[src/rtl/umtrx_async_msg_framer_if.sv]
// Output stream of the async message framer: 36-bit words with SOF/EOF flags
// and a valid/ready handshake toward the router's output combiner.
interface umtrx_async_msg_framer_if;
  logic [35:0] o_data;
  logic        o_valid;
  logic        o_ready;

  modport master (output o_data, output o_valid, input o_ready);
  modport slave  (input o_data, input o_valid, output o_ready);
endinterface

[src/rtl/umtrx_async_msg_framer.sv]
// Queues TX-path events and frames each one as a 6-word VRT ext-context packet.
// Optional saturating drop counter reported in W5: `define UMTRX_ASYNC_DROP_CNT_EN.
module umtrx_async_msg_framer #(
  parameter int BASE  = 0,
  parameter int DEPTH = 2
) (
  input  logic        clk,
  input  logic        reset,
  input  logic        clear,
  input  logic        set_stb,
  input  logic [7:0]  set_addr,
  input  logic [31:0] set_data,
  input  logic        evt_stb,
  input  logic [31:0] evt_code,
  input  logic [63:0] evt_time,
  umtrx_async_msg_framer_if.master src
);
  localparam int             ENTRIES = 1 << DEPTH;
  localparam logic [DEPTH:0] PTR_ONE = 1;

  typedef enum logic [2:0] {IDLE, W0, W1, W2, W3, W4, W5} state_t;

  state_t         state;
  logic [31:0]    sid;
  logic           enable;
  logic [95:0]    mem [ENTRIES];
  logic [DEPTH:0] wr_ptr;
  logic [DEPTH:0] rd_ptr;
  logic [DEPTH:0] level;
  logic           full;
  logic           empty;
  logic           push;
  logic           pop;
  logic           accept;
  logic [95:0]    head;
  logic [3:0]     seq;
  logic [3:0]     w0_seq;
  logic [35:0]    w0_word;
  logic [31:0]    cur_code;
  logic [63:0]    cur_time;
  logic [31:0]    w5_payload;

  always_ff @(posedge clk) begin
    if (reset) begin
      sid    <= '0;
      enable <= 1'b0;
    end else if (set_stb) begin
      if (set_addr == 8'(BASE))     sid    <= set_data;
      if (set_addr == 8'(BASE + 1)) enable <= set_data[0];
    end
  end

  assign level   = wr_ptr - rd_ptr;
  assign full    = level[DEPTH];
  assign empty   = (level == '0);
  assign push    = evt_stb & enable & ~full;
  assign accept  = src.o_valid & src.o_ready;
  assign pop     = ~empty & ((state == IDLE) | ((state == W5) & accept));
  assign head    = mem[rd_ptr[DEPTH-1:0]];
  // When chaining out of W5 the new header must carry the already-advanced seq.
  assign w0_seq  = (state == W5) ? seq + 4'd1 : seq;
  assign w0_word = {4'b0001, 4'h5, 4'h0, 2'b00, 2'b01, w0_seq, 16'd6};

  always_ff @(posedge clk) begin
    if (push) mem[wr_ptr[DEPTH-1:0]] <= {evt_code, evt_time};
  end

  always_ff @(posedge clk) begin
    if (reset || clear) wr_ptr <= '0;
    else if (push)      wr_ptr <= wr_ptr + PTR_ONE;
  end

`ifdef UMTRX_ASYNC_DROP_CNT_EN
  logic [15:0] drops;
  logic        drop;
  logic        sample;

  assign drop   = evt_stb & enable & full;
  assign sample = (state == W4) & accept;

  always_ff @(posedge clk) begin
    if (reset || clear)                drops <= '0;
    else if (sample)                   drops <= {15'd0, drop};
    else if (drop && (drops != '1))    drops <= drops + 16'd1;
  end

  assign w5_payload = {16'd0, drops};
`else
  assign w5_payload = '0;
`endif

  always_ff @(posedge clk) begin
    if (reset || clear) begin
      state       <= IDLE;
      src.o_valid <= 1'b0;
      src.o_data  <= '0;
      rd_ptr      <= '0;
      seq         <= '0;
      cur_code    <= '0;
      cur_time    <= '0;
    end else begin
      if (pop) begin
        rd_ptr   <= rd_ptr + PTR_ONE;
        cur_code <= head[95:64];
        cur_time <= head[63:0];
      end
      unique case (state)
        IDLE: if (pop) begin
          state       <= W0;
          src.o_valid <= 1'b1;
          src.o_data  <= w0_word;
        end
        W0: if (accept) begin
          state      <= W1;
          src.o_data <= {4'b0000, sid};
        end
        W1: if (accept) begin
          state      <= W2;
          src.o_data <= {4'b0000, cur_time[63:32]};
        end
        W2: if (accept) begin
          state      <= W3;
          src.o_data <= {4'b0000, cur_time[31:0]};
        end
        W3: if (accept) begin
          state      <= W4;
          src.o_data <= {4'b0000, cur_code};
        end
        W4: if (accept) begin
          state      <= W5;
          src.o_data <= {4'b0010, w5_payload};
        end
        W5: if (accept) begin
          seq <= seq + 4'd1;
          if (pop) begin
            state      <= W0;
            src.o_data <= w0_word;
          end else begin
            state       <= IDLE;
            src.o_valid <= 1'b0;
          end
        end
        default: state <= IDLE;
      endcase
    end
  end
endmodule

[src/flat_wrapper.sv]
// flat-port wrapper written by rule: the top's interface ports become plain ports
module umtrx_async_msg_framer_flat 
#(
  parameter int BASE  = 0,
  parameter int DEPTH = 2
)
  (clk, reset, clear, set_stb, set_addr, set_data, evt_stb, evt_code, evt_time, src_o_data, src_o_valid, src_o_ready);
  umtrx_async_msg_framer_if src_i ();
  input  logic clk;
  input  logic reset;
  input  logic clear;
  input  logic set_stb;
  input  logic [7:0] set_addr;
  input  logic [31:0] set_data;
  input  logic evt_stb;
  input  logic [31:0] evt_code;
  input  logic [63:0] evt_time;
  output wire logic [$bits(src_i.o_data)-1:0] src_o_data;
  output wire logic [$bits(src_i.o_valid)-1:0] src_o_valid;
  input wire logic [$bits(src_i.o_ready)-1:0] src_o_ready;
  assign src_o_data = src_i.o_data;
  assign src_o_valid = src_i.o_valid;
  assign src_i.o_ready = src_o_ready;
  umtrx_async_msg_framer #(.BASE(BASE), .DEPTH(DEPTH)) u_core (.clk(clk), .reset(reset), .clear(clear), .set_stb(set_stb), .set_addr(set_addr), .set_data(set_data), .evt_stb(evt_stb), .evt_code(evt_code), .evt_time(evt_time), .src(src_i));
endmodule
[config.mk]
export PLATFORM = sky130hd
export DESIGN_NAME = umtrx_async_msg_framer_flat
export DESIGN_NICKNAME = d
export VERILOG_FILES = /design/src/rtl/umtrx_async_msg_framer_if.sv /design/src/rtl/umtrx_async_msg_framer.sv /design/src/flat_wrapper.sv
export SDC_FILE = /design/constraint.sdc
export NUM_CORES = 1
export LEC_CHECK = 0
export BUFFER_PORTS_ARGS = -buffer_cell sky130_fd_sc_hd__buf_4
export CORE_ASPECT_RATIO = 1.4
export CORE_MARGIN = 2
export CORE_UTILIZATION = 59
export DETAILED_ROUTE_END_ITERATION = 8
export PLACE_DENSITY = 0.79
export SYNTH_ARGS = -nofsm -noshare
export SYNTH_HDL_FRONTEND = slang
export SYNTH_SLANG_ARGS = --single-unit
[constraint.sdc]
create_clock -name clk -period 6.45 [get_ports clk]
set_clock_uncertainty 0.15 [all_clocks]
set_input_delay 0.9675 -clock clk [delete_from_list [all_inputs] [get_ports clk]]
set_output_delay 0.9675 -clock clk [all_outputs]
set_load 0.05 [all_outputs]
== Word-level counts from Yosys, hierarchy flattened ==
Memory sizes are Yosys's and may differ from the RTL's. A register that Yosys moved wholly into a read port is not among the register bits.
Index checks and enable logic that the tools add are counted.
Cells by class
  muxes and demuxes: 24
  reductions and logical operators: 12
  equality and inequality tests: 15
  $add $sub $neg: 4
  bitwise logic cells: 8
Operator list (number)
  $mux 36: 7
  $pmux 36 s7: 1
  $mux 3: 7
  $pmux 3 s7: 1
  $ne 2x1->1 const B: 7
  $reduce_and 7->1: 2
  $eq 3x3->1 const B: 3
  $eq 8x1->1 const B: 1
  $logic_not 8->1: 1
  $reduce_bool 7->1: 1
  $add 3x1->3 const B: 2
  $eq 3x2->1 const B: 2
  $logic_not 3->1: 2
  $mux 1: 6
  $reduce_and 2->1: 3
  $and 1x1->1: 5
  $add 4x1->4 const B: 1
  $mux 4: 1
  $reduce_and 4->1: 1
  $eq 3x1->1 const B: 1
  $sub 3x3->3: 1
  $ne 2x2->1 const B: 1
  $not 1->1: 2
  $pmux 1 s2: 1
  other kinds (3): 3
Word-level totals
  memory bits (writable): 384
  logic and storage cells: 72
  input port bits: 142
  output and inout bits: 37
  memories kept: 1
  register bits: 83
Memory list
  u_core.mem: depth 4, width 96, rd ports 1, clocked after memory_dff 1, write ports 1, RTL line umtrx_async_msg_framer.sv:26  | logic [95:0] mem [ENTRIES];

== Depth between registers and ports, before layout ==
Gate-level depths: netlist (run 1).
  depth after elaboration: 7
  depth in mapped cells: 13
  gate-level depth less buffers: 7

== Worst setup path after synthesis (run 1) ==
OpenSTA, ideal clock, no wires.
  path type: register to register
  start point: register u_core.rd_ptr[1]
  end point: memory u_core.mem[3][0] (enable)
  arrival: 4.500 ns
  cell stages (with the launch flop): 10
  required time: 5.834 ns
  path buffers: 3
  period minus slack after synthesis: 5.116 ns
  slack: 1.334 ns
  setup time: 0.466 ns
  path through: dfxtp_1 -> buf_2 -> clkbuf_1 -> buf_1 -> inv_1 -> ha_1 -> nor2b_1 -> or3_1 -> a21oi_2 -> and2_1
Between the ends
  word-level cells in the longest chain between the ends: 5
Ends and longest elaborated chain
  from (decl): RTL line umtrx_async_msg_framer.sv:28  | logic [DEPTH:0] rd_ptr;
  from (signal assigned): RTL line umtrx_async_msg_framer.sv:103  | rd_ptr <= rd_ptr + PTR_ONE;
  $sub 3x3->3: RTL line umtrx_async_msg_framer.sv:53  | assign level = wr_ptr - rd_ptr;
  $not 1->1: RTL line umtrx_async_msg_framer.sv:56  | assign push = evt_stb & enable & ~full;
  $and 1x1->1: RTL line umtrx_async_msg_framer.sv:56
  $mux 1: RTL line umtrx_async_msg_framer.sv:65  | if (push) mem[wr_ptr[DEPTH-1:0]] <= {evt_code, evt_time};
  $mux 1 (implied by the code): RTL line umtrx_async_msg_framer.sv:65
  to (decl): RTL line umtrx_async_msg_framer.sv:26
No other way between the ends.

== Worst setup path in the final report (run 1) ==
  start point: register u_core.rd_ptr[0]
  end point: register u_core.cur_code[3] (read register of u_core.mem)
Between the ends
  word-level cells in the longest chain between the ends: 4
Ends and longest elaborated chain
  $sub 3x3->3: RTL line umtrx_async_msg_framer.sv:53
  $logic_not 3->1: RTL line umtrx_async_msg_framer.sv:55  | assign empty = (level == '0);
  $not 1->1: RTL line umtrx_async_msg_framer.sv:58  | assign pop = ~empty & ((state == IDLE) | ((state == W5) & accept));
  $and 1x1->1: RTL line umtrx_async_msg_framer.sv:58
  to (decl): RTL line umtrx_async_msg_framer.sv:39  | logic [31:0] cur_code;
Several ways; a longest one is shown, not always the timed one.
A chain may end at the register's enable or synchronous reset.

==> run summary, run 1 <==
At the worst endpoint, the required time is 6.78 ns. The die is 229 µm tall. The share of the clock period used by the worst path came out at 60.2%. The pre-antenna-repair detailed-routing pass consisted of 5 iterations. Measured against its own limit, the worst slew margin works out to 23.2%. Placer congestion estimate: 0.837. In this design, the stage delay of the slowest critical-path cell is 1.04 ns. The wire length per cell after detailed routing was 23.2 µm; the I/O pin count was 179. Depth of the worst hold-timing path: 2. The run gives 4.21 ns as the data arrival at the endpoint of the critical path. TritonCTS built the clock tree. The top achievable clock speed is 0.258 GHz. Row count: 82. The number of inserted diodes is 0.

Cell type with the largest total area after synthesis: sky130_fd_sc_hd__edfxtp_1. The number of failing hold endpoints at the final stage was 0; the area growth from synthesis to final layout was 15.2%. In the routed layout, each cell is associated on average with a via count of 6.06. In the global route stage, met1 resource usage came out at 32.3%.

Counting flops with a built-in enable in the synthesized netlist gives 384. The share of post-route cells with drive strength above 1 came out at 25.8%. The worst setup path is launched from a register. After routing, the total negative slack on setup checks comes to 0 ns. The HPWL after detailed placement is 30600 µm. The count of final max-slew check failures is 0, and the cell depth of the worst flop-to-flop path is 7. OpenSTA, run right after detailed placement, puts the worst setup slack at 2.51 ns. The most used flip-flop cell after synthesis is sky130_fd_sc_hd__edfxtp_1. The layer flagged by global routing as most heavily used is met2. The floorplan step defined a die boundary enclosing 37700 µm².

Yosys attributes the largest share of cell area to sky130_fd_sc_hd__edfxtp_1 54%, sky130_fd_sc_hd__dfxtp_1 17%, sky130_fd_sc_hd__mux4_2 10%. The internal power of the cells totals 5.60 mW. The die width is 165 µm. The number of hold buffers added after CTS was 0. The run gives 0 as the final-report setup violation count. The H-tree depth reported by CTS came out at 2.

The total of max-cap violations is 0. Traced cell by cell, the critical path runs through ha_1, nand2b_1, xnor2_2, a211o_2, buf_4, nand2_1, a21oi_1. Gates resized during post-CTS repair numbered 0. The final worst setup slack was 2.57 ns; the count of unique library cells instantiated by Yosys was 56. The critical path in this run is classified as register to register. The static leakage power is 8.06 nW, and the number of fillers in the final layout is 2324. The critical path capture point type was a register.

For the maximum number of pins on one net before global-route repair, the log shows 94. The total clock buffers created by CTS was 48; the synthesis warning total was 0. The run gives 0 as the initial antenna violation count. After floorplanning, the core was sized to cover 35700 µm². Net switching is 18.9% of the power. The fraction of synthesized cell area taken by the top area cell type is 54.0%. For this design, the slowest cell found on the critical path is sky130_fd_sc_hd__dfxtp_4.

The routed layout has 12.6k vias. In this run the remaining antenna-violating nets after routing total 0. After clock tree synthesis, the setup repair step added 0 buffers. After synthesis the netlist holds a flip-flop and latch count of 561. The number of nets in the finished design was 1730. For the worst-skew pair, the clock arrives at the later sink with an insertion delay of 0.57 ns.

The mapped netlist covers 21300 µm². The run finished with clean final reports. For this run, design rule violations remaining after detail routing come to 0. For this design the total switching power over the nets is 1.31 mW.

The tools report the relative contribution of combinational cells to total power as 1.9%. In the global route stage, met2 resource usage came out at 44.1%. For this block, the routed nets add up to 48300 µm of wire. The synthesized area divided by synthesized cell count was 14.9 µm². The longest clock path from root to sink contains 3 buffers.

Dividing total power by cell area gives a power density of 281 nW/µm². Sequential elements use 70.6% of the synthesized area. The number of sinks on the clock net is 561. The root buffer cell chosen for the clock tree is sky130_fd_sc_hd__clkbuf_16. The run gives 13.0k as the number of global-route vias before repair. The initial utilization of the core area, before any placement, comes to 59.8%.

The met3 demand-to-capacity share in global routing was 3.37%; the proportion of synthesized flip-flops having asynchronous set or reset was 0%. The share of power burned in the clock network was 42.7%; the synthesized instance count was 1429. Setup repair after global routing left no endpoint under its margin. The tools report the first-pass GRT wire length as 73000 µm. The type of the most critical hold path was register to register. After global routing the overflow that remains totals 0. At the pin with the least slew margin, the transition time is 1.15 ns. After the first detailed-routing iteration, the DRC count stood at 1113. The clock period minus worst slack was 3.88 ns; the total routing resource utilization after global routing was 25.9%.

Buffers placed on the I/O ports in this run total 176. The clock slew seen by the registers of the worst setup and hold paths is 0.07 ns, and the largest vdd supply drop is 0.194 mV. The sequential share of power is 55.5%, and the maximum fanout along the worst path is 59.
[through the flow]
step	util (%)	cells	power (mW)	instance area (µm²)	hold slack, ns
after floorplan	-	1430	3.94	21300	0.282
after global placement	64.3	1992	4.04	23000	0.289
after detailed placement	64.3	1992	4.04	23000	0.296
after CTS	68.8	2080	6.94	24600	0.308
after global routing	68.8	2080	7.08	24600	0.319
final	68.8	2080	6.91	24600	0.308
[critical path: cells and delay by family (launching register included)]
kind,cells,cell delay [ns]
and+or+nand+nor,2,0.20
AOI/OAI and AO/OA,2,1.15
adders and majority gates,1,0.31
buffers and inverters,1,0.54
DFF,1,1.04
xor gates and xnor gates,1,0.37
[logic make-up after synthesis]
group / Yosys count / share of synthesized area, %
buffers and inverters: 104 / 2.32
adder cells (fa/ha/maj): 8 / 0.469
flip-flops: 561 / 70.6
AO/OA/AOI/OAI: 263 / 7.48
multiplexers: 134 / 12.1
XOR/XNOR: 8 / 0.399
AND/OR/NAND/NOR: 350 / 6.60
other: 1 / 0.0176
[layout by cell type (no fill, tap or decap), types with 10 or more instances in the layout]
master,instances
sky130_fd_sc_hd__nand2_1,292
sky130_fd_sc_hd__o21ai_0,36
sky130_fd_sc_hd__a21oi_1,145
sky130_fd_sc_hd__clkbuf_16,49
sky130_fd_sc_hd__a22oi_1,30
sky130_fd_sc_hd__clkinv_2,10
sky130_fd_sc_hd__clkbuf_1,14
sky130_fd_sc_hd__a22o_1,24
sky130_fd_sc_hd__mux2_2,30
sky130_fd_sc_hd__edfxtp_1,384
sky130_fd_sc_hd__mux4_2,96
sky130_fd_sc_hd__buf_4,198
sky130_fd_sc_hd__dfxtp_1,173
sky130_fd_sc_hd__nor2_1,21
[power by group through the flow]
stage	clock [mW]	combinational (mW)	sequential, mW
after floorplan	0	0.0242	3.92
after global placement	0	0.122	3.91
after detailed placement	0	0.128	3.91
after CTS	2.98	0.128	3.84
after global routing	3.11	0.136	3.83
final	2.95	0.129	3.84
[area by class of cell]
class	instances	area (µm²)	share of cell area (%)
inverters	6	22.5	0.0916
well taps	462	578	2.35
repair buffers	198	1490	6.05
clock inverters	19	246	1.00
flip-flops and latches	561	15100	61.4
clock buffers	69	1360	5.54
multi-input cells	765	5800	23.6
[state kept, by name (all words and copies together) (netlist names)]
register            flops
u_core.cur_time        64
u_core.cur_code        32
u_core.src.o_data      34
u_core.mem            384
u_core.state            3
u_core.seq              4
u_core.src.o_valid      1
u_core.rd_ptr           3
u_core.wr_ptr           3
u_core.sid             32
u_core.enable           1
[synthesized netlist by cell type, types with 5 or more instances]
cell                         n
sky130_fd_sc_hd__clkbuf_1   46
sky130_fd_sc_hd__o211a_1     5
sky130_fd_sc_hd__nor2_1     23
sky130_fd_sc_hd__buf_1       5
sky130_fd_sc_hd__nand2_1   292
sky130_fd_sc_hd__and2_1      7
sky130_fd_sc_hd__inv_1       6
sky130_fd_sc_hd__mux4_2     96
sky130_fd_sc_hd__a22o_1     24
sky130_fd_sc_hd__nand3_1     5
sky130_fd_sc_hd__mux2_2     30
sky130_fd_sc_hd__edfxtp_1  384
sky130_fd_sc_hd__a21oi_1   145
sky130_fd_sc_hd__buf_6       6
sky130_fd_sc_hd__mux2i_1     8
sky130_fd_sc_hd__a22oi_1    30
sky130_fd_sc_hd__dfxtp_1   177
sky130_fd_sc_hd__ha_1        8
sky130_fd_sc_hd__o21ai_0    36
sky130_fd_sc_hd__buf_2      38
[final timing paths]
kind / to / slack (ns) / start
worst max-delay path: u_core.cur_code[3]$_SDFFE_PP0P_ / 2.57 / u_core.rd_ptr[0]$_SDFFE_PP0P_
worst min-delay path: u_core.cur_code[25]$_SDFFE_PP0P_ / 0.31 / u_core.cur_code[25]$_SDFFE_PP0P_
worst max register to register: u_core.cur_code[3]$_SDFFE_PP0P_ / 2.57 / u_core.rd_ptr[0]$_SDFFE_PP0P_
worst min register to register: u_core.cur_code[25]$_SDFFE_PP0P_ / 0.31 / u_core.cur_code[25]$_SDFFE_PP0P_
[metal layers]
metal / wire length [µm] / share of wire, % / up-vias
met2: 24800 / 51 / 514
met5: 0 / 0 / -
met1: 18100 / 37 / 6344
li1: - / - / 5641
met4: 2560 / 5.3 / 0
met3: 2900 / 6.0 / 108
(Power assumes the default switching activity.)
==> inputs of run 2 (changes only) <==
ABC_AREA = 1   (was unset)
clock period = 3.9 ns   (was 6.45 ns; I/O delays follow)
==> run summary, run 2 <==
The share of post-route cells with drive strength above 1 was 13.8% (-12 points); the total routing resource utilization after global routing was 28.2% (+2.3 points). The row count was 82 (unchanged); the routed via count was 15.6k (+24%). The run gives 0 (unchanged) as the total congestion overflow. Start point of the worst hold path: evt_time[19].

The adder and majority gate portion of the synthesized area works out to 0.466% (-0.0032 points). The critical path starts at u_core.rd_ptr[1]$_SDFFE_PP0P_. The tools report the placed wire-length estimate after detailed placement as 32400 µm (+6.0%). Number of buffers inserted by port buffering: 176 (unchanged). Setup repair after global routing left no endpoint under its margin.

In the synthesized netlist the dominant register cell turns out to be sky130_fd_sc_hd__edfxtp_1. STA classifies the critical path startpoint as a register. The tools report the data arrival at the endpoint of the critical path as 3.26 ns (-0.95 ns). The root buffer selected by CTS was sky130_fd_sc_hd__clkbuf_16. Sorting the synthesized cells by area gives the leading types as sky130_fd_sc_hd__edfxtp_1 54%, sky130_fd_sc_hd__dfxtp_1 16%, sky130_fd_sc_hd__nor2_1 7.8%. Placer congestion estimate: 0.931 (+11%). The first-pass GRT wire length was 81100 µm (+11%); the wire length after detailed routing was 53700 µm (+11%). The tools report the post-synth design cell area as 21500 µm² (+0.68%). The cell area power density was 672 nW/µm² (+140%).

The initial DRC count came out at 1829 (+64%). The number of enable-type register cells in the synthesized netlist is 384 (unchanged), and the number of post-CTS setup repair buffers is 0 (unchanged). The logs give 5720 µm² (-1.4%) for the area occupied by multi-input gates and 0 (unchanged) for the total of max-cap violations.

The run gives 4.23 ns (-2.55 ns) as the required time of the critical path. The share of the clock period used by the worst path came out at 75.2% (+15 points). The run gives 0 (unchanged) as the hold buffer count at cts. For the iteration count of the initial detailed-routing pass, the log shows 9 (+4). Number of DRC violations after detailed routing: 0 (unchanged).

The count of final max-slew check failures is 0 (unchanged). By area, the combinational part of the netlist is dominated by simple AND/OR/NAND/NOR gates. The biggest area contributor in the post-synthesis netlist is sky130_fd_sc_hd__edfxtp_1. For the area taken by flip-flops and latches, the log shows 15100 µm² (about the same). The top achievable clock speed is 0.341 GHz (+32%).

The worst hold path terminates at u_core.mem[1][19]$_DFFE_PP_. The number of global-route vias before repair came out at 15.2k (+17%). The number of fillers in the final layout was 2479 (+6.7%); the static leakage power was 8.71 nW (+8.1%). The flop-to-flop setup slack came out at 0.97 ns (-1.60 ns). The total negative slack was 0 ns (unchanged).

The number of inserted diodes was 0 (unchanged). The clock latency on the worst-skew pair is 0.57 ns (about the same), and the number of nets with antenna violations after detailed routing is 0 (unchanged). By count the netlist is led by 449 x sky130_fd_sc_hd__nor2_1, 384 x sky130_fd_sc_hd__edfxtp_1, 333 x sky130_fd_sc_hd__o21ai_0. The post-route worst hold slack was 0.0681 ns (-0.240 ns); the cell depth of the worst flop-to-flop path was 11 (+4). TritonCTS built the clock tree. The via density per instance is 6.00 (-1.0%). Sequential fraction of the synthesis area: 70.2% (-0.48 points). Leaving out fill and tap cells, the most frequent cell in the layout is sky130_fd_sc_hd__nor2_1. The synthesized area divided by synthesized cell count works out to 10.8 µm² (-27%).

The most common cell in the netlist is sky130_fd_sc_hd__nor2_1. The classification of the worst setup path is register to register. The final worst setup slack is 0.966 ns (-1.60 ns), and the I/O pin count is 179 (unchanged).

The fraction of synthesized cell area taken by the top area cell type came out at 53.7% (-0.36 points). Effective utilization at floorplan: 60.0% (+0.23 points). The flow ran to the end, and the final reports show no timing, DRC or antenna violations.

Leaving out fill and tap cells, the most frequent cells in the layout are 444 x sky130_fd_sc_hd__nor2_1, 384 x sky130_fd_sc_hd__edfxtp_1, 333 x sky130_fd_sc_hd__o21ai_0, 211 x sky130_fd_sc_hd__nand2_1, 197 x sky130_fd_sc_hd__buf_4. The run gives 23.2% (-0.037 points) as the normalized max-slew margin. The count of instances resized after the clock tree is built was 0 (unchanged); the depth of the worst hold-timing path was 1 (-1).

The share of the synthesized area in compound gates (AO/OA/AOI/OAI) is 12.1% (+4.6 points), and the worst slack at placement is 1.01 ns (-1.50 ns). The largest vdd supply drop came out at 0.495 mV (+160%). The tools report the number of buffers on the longest clock path as 3 (unchanged).

The initial antenna violation count was 0 (unchanged); the transition at the pin with the smallest max-transition slack was 1.15 ns (+0.000553 ns). The vertical die dimension works out to 230 µm (+0.33%). STA classifies the critical path endpoint as a register.

The number of failing hold endpoints at the final stage is 0 (unchanged). The area fraction in and, or, nand and nor cells after synthesis was 13.7% (+7.1 points); the clock period minus worst slack was 2.93 ns (-0.947 ns). The area growth from synthesis to final layout is 15.5%, and the number of synthesized register bits is 561 (unchanged).

The XOR/XNOR share of the synthesized area is 0.0815% (-0.32 points). The flip-flop count of the largest register after layout is 384 (unchanged), and the maximum number of pins on one net before global-route repair is 194 (+110%). The synthesis warning total is 0 (unchanged). The synthesized instance count is 1984 (+39%), and the proportion of synthesized flip-flops having asynchronous set or reset is 0% (unchanged).

Proportion of synthesized area in mux cells: 0% (-12 points). For the count of unique library cells instantiated by Yosys, the log shows 26 (-54%). The clock slew seen by the registers of the worst setup and hold paths was 0.07 ns (about the same). The logs give 35800 µm² (+0.29%) for the area inside the core boundary and 48 (unchanged) for the total clock buffers created by CTS. The run gives 2 (unchanged) as the H-tree depth reported by CTS. The die width works out to 165 µm (+0.33%). The number of sinks on the clock net is 561 (unchanged).

Launch instance of the worst register-to-register path: u_core.rd_ptr[1]$_SDFFE_PP0P_. The maximum fanout along the worst path was 47 (-20%). Full die area: 38000 µm² (+0.67%). The number of nets in the finished design is 2257 (+30%), and the wire length per cell after detailed routing is 20.6 µm (-11%). Final-report setup violation count: 0 (unchanged). The total chip power was 16.7 mW (+140%). The type of the most critical hold path was input port to register. The reg-to-reg endpoint was u_core.src.o_data[11]$_SDFFE_PP0P_.
[run 2: layer usage]
metal,track usage (%),up-vias,routed length [µm]
li1,-,7190,-
met1,35.0,7465,19700
met2,47.2,829,26400
met3,4.40,154,4740
met4,15.3,0,2830
met5,0,-,0
[run 2: per-stage QoR]
stage	std cells	area (µm²)	util, %
5_1_grt	2607	24800	69.3
2_1_floorplan	1985	21500	-
4_1_cts	2607	24800	69.3
3_5_place_dp	2519	23200	64.7
6_report	2607	24800	69.3
3_3_place_gp	2519	23200	64.7
[run 2: kinds of logic after synthesis]
| kind of cell | Yosys count |
|---|---|
| simple gates | 742 |
| flops | 561 |
| compound gates | 494 |
| buf+inv | 176 |
| fa+ha+maj | 8 |
| xor+xnor | 2 |
| other cells | 1 |
[run 2: cell type report]
type / count / area share, %
sequential: 561 / 60.7
multi-input combinational: 1248 / 23.0
timing repair buffer: 205 / 6.60
clock buffer: 65 / 5.34
tap: 462 / 2.33
clock inverter: 23 / 1.28
inverter: 43 / 0.660
[run 2: worst max-delay path by stage]
stage | slack (ns) | end
6_report | 0.97 | u_core.src.o_data[11]$_SDFFE_PP0P_
5_1_grt | 0.71 | u_core.src.o_data[11]$_SDFFE_PP0P_
4_1_cts | 1.01 | u_core.src.o_data[11]$_SDFFE_PP0P_
3_5_place_dp | 1.01 | u_core.src.o_data[5]$_SDFFE_PP0P_
3_3_place_gp | 1.08 | u_core.mem[3][47]$_DFFE_PP_
2_1_floorplan | -1.01 | u_core.mem[3][0]$_DFFE_PP_
[run 2: critical path, stage by stage, from the launching register on]
cell	delay, ns
sky130_fd_sc_hd__dfxtp_2	0.33
sky130_fd_sc_hd__inv_2	0.04
sky130_fd_sc_hd__ha_1	0.32
sky130_fd_sc_hd__nand2_1	0.08
sky130_fd_sc_hd__nand2_1	0.04
sky130_fd_sc_hd__nand2_1	0.09
sky130_fd_sc_hd__nand3_1	0.15
sky130_fd_sc_hd__nand2_4	0.37
sky130_fd_sc_hd__nand2_1	0.35
sky130_fd_sc_hd__inv_2	0.57
sky130_fd_sc_hd__nand2_1	0.14
sky130_fd_sc_hd__a21oi_1	0.20
[run 2: power by group]
part / total [mW] / switching (mW) / leakage, nW / internal [mW]
Sequential: 7.06 / 0.321 / 4.88 / 6.74
Clock: 4.95 / 2.04 / 0.794 / 2.91
Combinational: 4.67 / 3.44 / 3.03 / 1.23
==> inputs of run 3 (changes only) <==
CORE_UTILIZATION = 54   (was 59)
PLACE_DENSITY = 0.76   (was 0.79)
clock period = 2.6 ns   (was 3.9 ns; I/O delays follow)
==> run summary, run 3 (synthesis gave the netlist of run 2 again) <==
The run finished with clean final reports. The number of buffers inserted by port buffering works out to 176 (unchanged). The run gives 2.51 ns (-0.75 ns) as the data arrival at the endpoint of the critical path. The via density per instance works out to 5.78 (-3.7%). The flip-flop count of the largest register after layout was 384 (unchanged). For the static leakage power, the log shows 9.42 nW (+8.2%). The number of nets with antenna violations after detailed routing was 0 (unchanged).

The maximum fanout along the worst path is 25 (-47%), and the full die area is 41400 µm² (+9.1%). The first-pass GRT wire length is 87400 µm (+7.8%), and the total congestion overflow is 0 (unchanged). Setup repair after global routing left no endpoint under its margin.

The run gives 0.200 ns (-0.766 ns) as the final worst setup slack. The finished layout cell area came out at 26500 µm² (+6.9%). The clock slew seen by the registers of the worst setup and hold paths was 0.06 ns (about the same); the wire length per cell after detailed routing was 20.1 µm (-2.2%). The tools report the placer congestion estimate as 0.951 (+2.1%). In the layout the commonest cells are 444 x sky130_fd_sc_hd__nor2_1, 384 x sky130_fd_sc_hd__edfxtp_1, 333 x sky130_fd_sc_hd__o21ai_0, 211 x sky130_fd_sc_hd__nand2_1, 209 x sky130_fd_sc_hd__buf_4. The maximum number of pins on one net before global-route repair is 176 (-9.3%). The number of fillers in the final layout came out at 2771 (+12%).

The logs give 561 (unchanged) for the number of sinks on the clock net and 0.57 ns (about the same) for the clock latency on the worst-skew pair. The tools report the area occupied by multi-input gates as 5730 µm² (+0.13%). The run gives 23600 µm² (+1.6%) as the cell area after placement.

The tools report the normalized max-slew margin as 28.3% (+5.1 points). For the routed via count, the log shows 16.3k (+4.5%). The run gives 0 (unchanged) as the number of failing hold endpoints at the final stage.

The final-report setup violation count came out at 0 (unchanged). The number of nets in the finished design is 2409 (+6.7%). The wire length after detailed routing is 57000 µm (+6.1%), and the total routing resource utilization after global routing is 27.2% (-0.97 points). Vertical die dimension: 240 µm (+4.4%). The area growth from synthesis to final layout was 23.5%. The root buffer cell chosen for the clock tree is sky130_fd_sc_hd__clkbuf_16.

The logs give 67.5% (-1.8 points) for the utilization after layout and 54.7% (-5.3 points) for the effective utilization at floorplan. The logs give 0.182 ns (-0.825 ns) for the worst slack at placement and 0 (unchanged) for the number of DRC violations after detailed routing. The logs give 86 (+4.9%) for the row count and 34400 µm (+5.9%) for the placed wire-length estimate after detailed placement.

The largest vdd supply drop is 0.828 mV (+67%). The worst setup path is launched from a register. The tools report the total of max-cap violations as 0 (unchanged).

The classification of the worst setup path is register to register. The number of global-route vias before repair is 15.9k (+4.3%), and the count of final max-slew check failures is 0 (unchanged). The total chip power is 25.6 mW (+53%), and the area inside the core boundary is 39300 µm² (+9.7%).

The share of the clock period used by the worst path works out to 92.3% (+17 points). Initial antenna violation count: 1 (+1). The die width was 173 µm (+4.4%); the initial DRC count was 1897 (+3.7%). The run gives 3 (unchanged) as the number of buffers on the longest clock path. For the total clock buffers created by CTS, the log shows 49 (+2.1%). The library cell used most frequently in the layout, excluding fill and tap cells, is sky130_fd_sc_hd__nor2_1.

The I/O pin count is 179 (unchanged). Area taken by flip-flops and latches: 15100 µm² (about the same). The transition at the pin with the smallest max-transition slack is 1.08 ns (-0.0730 ns), and the H-tree depth reported by CTS is 2 (unchanged).

The run gives 0 (unchanged) as the count of instances resized after the clock tree is built. Type of the most critical hold path: input port to register. TritonCTS built the clock tree.

The share of post-route cells with drive strength above 1 came out at 14.4% (+0.59 points). The clock period minus worst slack was 2.40 ns (-0.534 ns); the cell area power density was 964 nW/µm² (+43%). The run gives 6 (-3) as the iteration count of the initial detailed-routing pass.

Top achievable clock speed: 0.417 GHz (+22%). The required time of the critical path is 2.71 ns (-1.52 ns). STA classifies the critical path endpoint as a register.
[run 3: path summary, 6_finish.rpt]
kind,start,cells past startpoint,slack [ns],end
setup / recovery,u_core.rd_ptr[0]$_SDFFE_PP0P_,9,0.20,u_core.mem[0][39]$_DFFE_PP_
hold reg to reg,u_core.src.o_data[24]$_SDFFE_PP0P_,2,0.32,u_core.src.o_data[24]$_SDFFE_PP0P_
hold / removal,set_addr[3],4,0.02,u_core.enable$_SDFFE_PP0P_
setup reg to reg,u_core.rd_ptr[0]$_SDFFE_PP0P_,9,0.20,u_core.mem[0][39]$_DFFE_PP_
[run 3: cell type report]
class,instances,area share (%)
clock buffers,64,5.38
repair buffers,356,12.2
well taps,528,2.49
clock inverters,28,0.877
diodes,1,0.00943
multi-input cells,1248,21.6
inverters,43,0.627
flip-flops and latches,561,56.9
[run 3: power breakdown]
part           leakage, nW  switching, mW  total [mW]  internal, mW
clock network        0.817           3.21        7.40          4.19
registers             4.88          0.514        10.6          10.1
logic                 3.72           5.31        7.54          2.23
[run 3: stage by stage]
| stage | instances | hold slack, ns | setup TNS [ns] |
|---|---|---|---|
| 2_1_floorplan | 1985 | 0.274 | -401.18 |
| 3_3_place_gp | 2606 | 0.303 | 0 |
| 3_5_place_dp | 2606 | 0.304 | 0 |
| 4_1_cts | 2826 | 0.0111 | 0 |
| 5_1_grt | 2829 | 0.0485 | 0 |
| 6_report | 2829 | 0.0226 | 0 |
[run 3: what timing repair did]
action,4_1_cts,5_1_grt
setup buffers,0,2
hold endpoints to repair,417,0
setup endpoints to repair,0,23
hold buffers,128,0
[run 3: per-layer routing]
metal / up-vias / part of all wire, % / GRT usage [%]
met5: - / 0 / 0
met4: 0 / 4.3 / 12.6
met3: 134 / 6.8 / 2.89
met2: 745 / 51 / 47.7
met1: 7957 / 38 / 34.2
li1: 7505 / - / -
[run 3: worst max-delay path, cell delays in order (launching register included)]
cell and delay [ns]:
sky130_fd_sc_hd__dfxtp_4 0.51, sky130_fd_sc_hd__ha_1 0.20, sky130_fd_sc_hd__inv_1 0.06, sky130_fd_sc_hd__nand2_1 0.06, sky130_fd_sc_hd__nand2_1 0.05, sky130_fd_sc_hd__nand2_1 0.09, sky130_fd_sc_hd__nand4_1 0.11, sky130_fd_sc_hd__buf_4 0.20
sky130_fd_sc_hd__nor2_4 0.39, sky130_fd_sc_hd__buf_12 0.26
